### src/rtl/vram_arbiter_if.sv
// rtl/vram_arbiter_if.sv - display, host and frame-RAM bus bundle for vram_arbiter
// slave = arbiter side, master = the agents and memory that surround it.
interface vram_arbiter_if #(
  parameter int ADDR_W = 19,
  parameter int DATA_W = 24
);
  logic              disp_req;
  logic [ADDR_W-1:0] disp_addr;
  logic [DATA_W-1:0] disp_rdata;
  logic              disp_rvalid;

  logic              host_valid;
  logic              host_we;
  logic [ADDR_W-1:0] host_addr;
  logic [DATA_W-1:0] host_wdata;
  logic              host_ready;
  logic [DATA_W-1:0] host_rdata;
  logic              host_rvalid;
  logic              host_starve;

  logic              mem_en;
  logic              mem_we;
  logic [ADDR_W-1:0] mem_addr;
  logic [DATA_W-1:0] mem_wdata;
  logic [DATA_W-1:0] mem_rdata;

  modport slave (
    input  disp_req, disp_addr, host_valid, host_we, host_addr, host_wdata, mem_rdata,
    output disp_rdata, disp_rvalid, host_ready, host_rdata, host_rvalid, host_starve,
           mem_en, mem_we, mem_addr, mem_wdata
  );

  modport master (
    output disp_req, disp_addr, host_valid, host_we, host_addr, host_wdata, mem_rdata,
    input  disp_rdata, disp_rvalid, host_ready, host_rdata, host_rvalid, host_starve,
           mem_en, mem_we, mem_addr, mem_wdata
  );
endinterface

### src/rtl/vram_arbiter.sv
// rtl/vram_arbiter.sv - single-port frame RAM arbiter, display fetch over host port
// Define VRAM_ARB_FRAME_LOCK_EN to restrict host accesses to vertical blanking.
module vram_arbiter #(
  parameter int ADDR_W   = 19,
  parameter int DATA_W   = 24,
  parameter int MAX_WAIT = 1024
) (
  input  logic           clk,
  input  logic           reset,
  input  logic           DE,
  input  logic           EndFrame,
  vram_arbiter_if.slave  bus
);

  typedef enum logic {ST_VBLANK = 1'b0, ST_ACTIVE = 1'b1} state_t;

  state_t      state_q, state_d;
  logic        d_pend_q, d_pend_d;
  logic        h_pend_q, h_pend_d;
  logic        starve_q, starve_d;
  logic [15:0] wait_cnt_q, wait_cnt_d;
  logic        host_window;
  logic        gnt_d, gnt_h;

  always_ff @(posedge clk) begin
    if (reset) begin
      state_q    <= ST_VBLANK;
      d_pend_q   <= 1'b0;
      h_pend_q   <= 1'b0;
      starve_q   <= 1'b0;
      wait_cnt_q <= '0;
    end else begin
      state_q    <= state_d;
      d_pend_q   <= d_pend_d;
      h_pend_q   <= h_pend_d;
      starve_q   <= starve_d;
      wait_cnt_q <= wait_cnt_d;
    end
  end

  always_comb begin
    state_d = state_q;
    if (EndFrame) begin
      state_d = ST_VBLANK;
    end else if (state_q == ST_VBLANK && DE) begin
      state_d = ST_ACTIVE;
    end
  end

`ifdef VRAM_ARB_FRAME_LOCK_EN
  assign host_window = (state_q == ST_VBLANK);
`else
  assign host_window = 1'b1;
`endif

  // Grants are masked during reset so every output reads 0 while reset is held.
  always_comb begin
    gnt_d = bus.disp_req & ~reset;
    gnt_h = bus.host_valid & ~bus.disp_req & host_window & ~reset;

    bus.host_ready = gnt_h;
    bus.mem_en     = gnt_d | gnt_h;
    bus.mem_we     = gnt_h & bus.host_we;
    bus.mem_addr   = gnt_d ? bus.disp_addr : (gnt_h ? bus.host_addr : '0);
    bus.mem_wdata  = (gnt_d | gnt_h) ? bus.host_wdata : '0;

    d_pend_d = gnt_d;
    h_pend_d = gnt_h & ~bus.host_we;

    wait_cnt_d = '0;
    if (bus.host_valid && !gnt_h) begin
      wait_cnt_d = (wait_cnt_q == 16'hFFFF) ? wait_cnt_q : wait_cnt_q + 16'd1;
    end
    starve_d = (wait_cnt_d >= 16'(MAX_WAIT));

    // Pending reads are suppressed in the reset cycle itself, not just after it.
    bus.disp_rvalid = d_pend_q & ~reset;
    bus.host_rvalid = h_pend_q & ~reset;
    bus.disp_rdata  = bus.disp_rvalid ? bus.mem_rdata : '0;
    bus.host_rdata  = bus.host_rvalid ? bus.mem_rdata : '0;
    bus.host_starve = starve_q & ~reset;
  end

endmodule

### src/flat_wrapper.sv
// flat-port wrapper written by rule: the top's interface ports become plain ports
module vram_arbiter_flat 
#(
  parameter int ADDR_W   = 19,
  parameter int DATA_W   = 24,
  parameter int MAX_WAIT = 1024
)
  (clk, reset, DE, EndFrame, bus_disp_req, bus_disp_addr, bus_host_valid, bus_host_we, bus_host_addr, bus_host_wdata, bus_mem_rdata, bus_disp_rdata, bus_disp_rvalid, bus_host_ready, bus_host_rdata, bus_host_rvalid, bus_host_starve, bus_mem_en, bus_mem_we, bus_mem_addr, bus_mem_wdata);
  vram_arbiter_if #(.ADDR_W(ADDR_W), .DATA_W(DATA_W)) bus_i ();
  input  logic clk;
  input  logic reset;
  input  logic DE;
  input  logic EndFrame;
  input wire logic [$bits(bus_i.disp_req)-1:0] bus_disp_req;
  input wire logic [$bits(bus_i.disp_addr)-1:0] bus_disp_addr;
  input wire logic [$bits(bus_i.host_valid)-1:0] bus_host_valid;
  input wire logic [$bits(bus_i.host_we)-1:0] bus_host_we;
  input wire logic [$bits(bus_i.host_addr)-1:0] bus_host_addr;
  input wire logic [$bits(bus_i.host_wdata)-1:0] bus_host_wdata;
  input wire logic [$bits(bus_i.mem_rdata)-1:0] bus_mem_rdata;
  output wire logic [$bits(bus_i.disp_rdata)-1:0] bus_disp_rdata;
  output wire logic [$bits(bus_i.disp_rvalid)-1:0] bus_disp_rvalid;
  output wire logic [$bits(bus_i.host_ready)-1:0] bus_host_ready;
  output wire logic [$bits(bus_i.host_rdata)-1:0] bus_host_rdata;
  output wire logic [$bits(bus_i.host_rvalid)-1:0] bus_host_rvalid;
  output wire logic [$bits(bus_i.host_starve)-1:0] bus_host_starve;
  output wire logic [$bits(bus_i.mem_en)-1:0] bus_mem_en;
  output wire logic [$bits(bus_i.mem_we)-1:0] bus_mem_we;
  output wire logic [$bits(bus_i.mem_addr)-1:0] bus_mem_addr;
  output wire logic [$bits(bus_i.mem_wdata)-1:0] bus_mem_wdata;
  assign bus_i.disp_req = bus_disp_req;
  assign bus_i.disp_addr = bus_disp_addr;
  assign bus_i.host_valid = bus_host_valid;
  assign bus_i.host_we = bus_host_we;
  assign bus_i.host_addr = bus_host_addr;
  assign bus_i.host_wdata = bus_host_wdata;
  assign bus_i.mem_rdata = bus_mem_rdata;
  assign bus_disp_rdata = bus_i.disp_rdata;
  assign bus_disp_rvalid = bus_i.disp_rvalid;
  assign bus_host_ready = bus_i.host_ready;
  assign bus_host_rdata = bus_i.host_rdata;
  assign bus_host_rvalid = bus_i.host_rvalid;
  assign bus_host_starve = bus_i.host_starve;
  assign bus_mem_en = bus_i.mem_en;
  assign bus_mem_we = bus_i.mem_we;
  assign bus_mem_addr = bus_i.mem_addr;
  assign bus_mem_wdata = bus_i.mem_wdata;
  vram_arbiter #(.ADDR_W(ADDR_W), .DATA_W(DATA_W), .MAX_WAIT(MAX_WAIT)) u_core (.clk(clk), .reset(reset), .DE(DE), .EndFrame(EndFrame), .bus(bus_i));
endmodule
### config.mk
export PLATFORM = sky130hd
export DESIGN_NAME = vram_arbiter_flat
export DESIGN_NICKNAME = d
export VERILOG_FILES = /design/src/rtl/vram_arbiter_if.sv /design/src/rtl/vram_arbiter.sv /design/src/flat_wrapper.sv
export SDC_FILE = /design/constraint.sdc
export NUM_CORES = 1
export LEC_CHECK = 0
export BUFFER_PORTS_ARGS = -buffer_cell sky130_fd_sc_hd__buf_4
export CAP_MARGIN = 30
export CORE_MARGIN = 3
export CORE_UTILIZATION = 36
export DETAILED_ROUTE_END_ITERATION = 12
export GPL_ROUTABILITY_DRIVEN = 0
export GPL_TIMING_DRIVEN = 0
export PLACE_DENSITY = 0.95
export REMOVE_ABC_BUFFERS = 1
export SYNTH_ARGS = -nofsm -noshare
export SYNTH_HDL_FRONTEND = slang
export SYNTH_SLANG_ARGS = --single-unit
### constraint.sdc
create_clock -name clk -period 3 [get_ports clk]
set_clock_uncertainty 0.2 [all_clocks]
set_input_delay 0.6 -clock clk [delete_from_list [all_inputs] [get_ports clk]]
set_output_delay 0.6 -clock clk [all_outputs]
set_load 0.02 [all_outputs]
==> impl_metrics.toml <==
[outcome]
outcome = "finished, final reports clean"

[grt]
grt_first_pass_wirelength_um = 11900
grt_max_degree = 26
grt_overflow_total = 0
antenna_found_initial = 0
first_global_vias = 2081
grt_usage_pct = 30.4

[layout]
layout.cells.non_filler = 445
fill_cells = 303
final_area_um2 = 3120
final_layout_size_suffix_gt1_share_pct = 50.9
final_common_cell = "buf_4"
antenna_cells = 0
nets = 490
layout_common_cells = "buf_4, and2_1, a22o_1, dfxtp_1, nor2_1"
area_growth_pct = 92.7

[place]
io_buffers = 187
placedCellCount = 440
placed_area_um2 = 3060
pre_cts_slack_ns = 0.110
dp_hpwl_um = 7440

[detailed_routing]
drt_iter0_drc = 134
drt-met1-wl_um = 3290
drc = 0
wl_met2_um = 4010
vias = 2298
viasPerCell = 5.16
ant_nets = 0
met3WireLength_um = 1420
dr.pass1.iters = 5
wire_per_inst_um = 19.9
wl_um = 8830
topRoutingLayerUsed = "met4"

[clock_tree]
cts_tree = "done"
post_cts_buffers = 0
root_buffer = "clkbuf_8"
clk-insertion-delay-late_ns = 0.25
hold_buffers = 0
post_cts_resized = 0
cts_buffers = 3
cts_max_level = 1
clockBufferDepth = 2
path_clk_slew_ns = 0.07
clock-sinks = 19

[setup_path]
crit_fanout = 14
r2r_setup_slack_ns = 0.74
r2r-end = "u_core.wait_cnt_q[6]"
arrival_ns = 1.90
worstSetupStartpointType = "primary input"
criticalPathCategory = "primary input to primary output"
r2r_start = "u_core.wait_cnt_q[0]"
r2r_cells = 6
critPathCaptureType = "primary output"
cp.required_ns = 2.20

[sta]
slew-limit-headroom_pct = 50.5
maxSlewViolCount = 0
fin_tns_setup_ns = 0
fmax_mhz = 371
hold_viol = 0
rsz0062_at_grt = "no"
fin_crit_sh_pct = 90.0
worstMarginPinSlew_ns = 0.736
min_period_ns = 2.70
setup_violations = 0
setup_slack_ns = 0.301

[floorplanning]
rows = 23
start_util_pct = 38.7
core-area_um2 = 4170
dieArea_um2 = 5330
ioPinCount = 190
die_y_um = 73.0
dieWidth_um = 73.0

[logic_synthesis]
synth_top_cell_area_share_pct = 28.3
ys_ff_latch = 19
synth_top_cell_by_area = "and2_1"
syn_area_per_cell_um2 = 7.59
netlist-cell-type-count = 33
yosys_warnings = 0
synth_enable_flop_cells = 0
syn_inst = 213
synthFlopType = "dfxtp_1"
async_flop_share_pct = 0
synthesis.area_um2 = 1620
synth.area.top_cells = "and2_1, dfxtp_1, a22o_1"
ys_seq_area_share_pct = 23.5

[run]
max_cap_viol_count = 0

[min_path]
worstHoldStart = "bus_host_we"
min_path_type = "primary input to flop"
hold_path_end = "u_core.h_pend_q"
hold_path_depth = 2

[power]
powerDensity_nw_per_um2 = 239
power_mw = 0.743
power.leakage_nw = 1.59
ir_worst_vdd_v = 0.000284
## stage by stage
stage	hold WS, ns	util, %
floorplan	0.291	-
global placement	0.306	72.4
detailed placement	0.335	73.3
CTS	0.311	74.4
global route	0.322	74.7
finish	0.317	74.7
## worst max-delay path by stage
stage	start	endpoint	slack (ns)	depth (start not counted)
after global placement	reset	bus_mem_addr[2]	-0.78	4
after floorplan	bus_disp_req	bus_mem_addr[0]	-0.46	2
after detailed placement	reset	bus_mem_wdata[17]	0.11	4
after CTS	reset	bus_mem_wdata[17]	0.1	4
final	reset	bus_mem_addr[2]	0.30	5
after global routing	reset	bus_mem_wdata[17]	0.19	5
## sequential cells by signal, summed over array words and instances, names as in the netlist
register	cells
u_core.wait_cnt_q	16
u_core.d_pend_q	1
u_core.h_pend_q	1
u_core.starve_q	1
## synthesized netlist by cell type, types with 2 or more instances
cell type / count
a21oi_1: 3
a22o_1: 19
a31oi_1: 2
and2_1: 73
and3_1: 3
buf_2: 2
clkbuf_1: 11
dfxtp_1: 19
mux2i_1: 4
nand2_1: 6
nand3_1: 6
nand4_1: 4
nor2_1: 16
nor2b_1: 5
nor3_1: 10
o21a_1: 2
o21ai_0: 5
or3_1: 2
xnor2_1: 6
xor2_1: 2
## routing by layer
metal  global-route usage [%]  up-vias
li1                         -     1091
met1                     42.1     1003
met2                     45.7      191
met3                     10.5       13
met4                     5.74        0
met5                        0        -
## worst max-delay path, stage by stage
cell,delay [ns]
buf_4,0.14
nor3b_2,0.53
buf_6,0.25
a22o_1,0.22
buf_4,0.16
## cells by family after synthesis
| family | after synthesis | synth area share (%) |
|---|---|---|
| buffers and inverters | 15 | 4.10 |
| XOR/XNOR | 8 | 4.33 |
| adder cells (fa/ha/maj) | 1 | 0.774 |
| AO/OA/AOI/OAI | 33 | 15.6 |
| AND/OR/NAND/NOR | 133 | 49.2 |
| flip-flops | 19 | 23.5 |
| multiplexers | 4 | 2.48 |
## where the power goes
group / internal [mW] / switching (mW) / total (mW)
clock: 0.0944 / 0.0837 / 0.178
combinational: 0.162 / 0.148 / 0.310
sequential: 0.254 / 0.000826 / 0.255
total: 0.510 / 0.233 / 0.743
## area by class of cell
class,instances,area (um2),area share (%)
Inverter,1,3.75,0.120
Timing Repair Buffer,192,1450,46.5
Tap cell,50,62.6,2.01
Multi-Input combinational cell,179,1170,37.7
Clock buffer,4,45.0,1.45
Sequential cell,19,380,12.2
No activity file was read; power rests on OpenSTA's default activity.
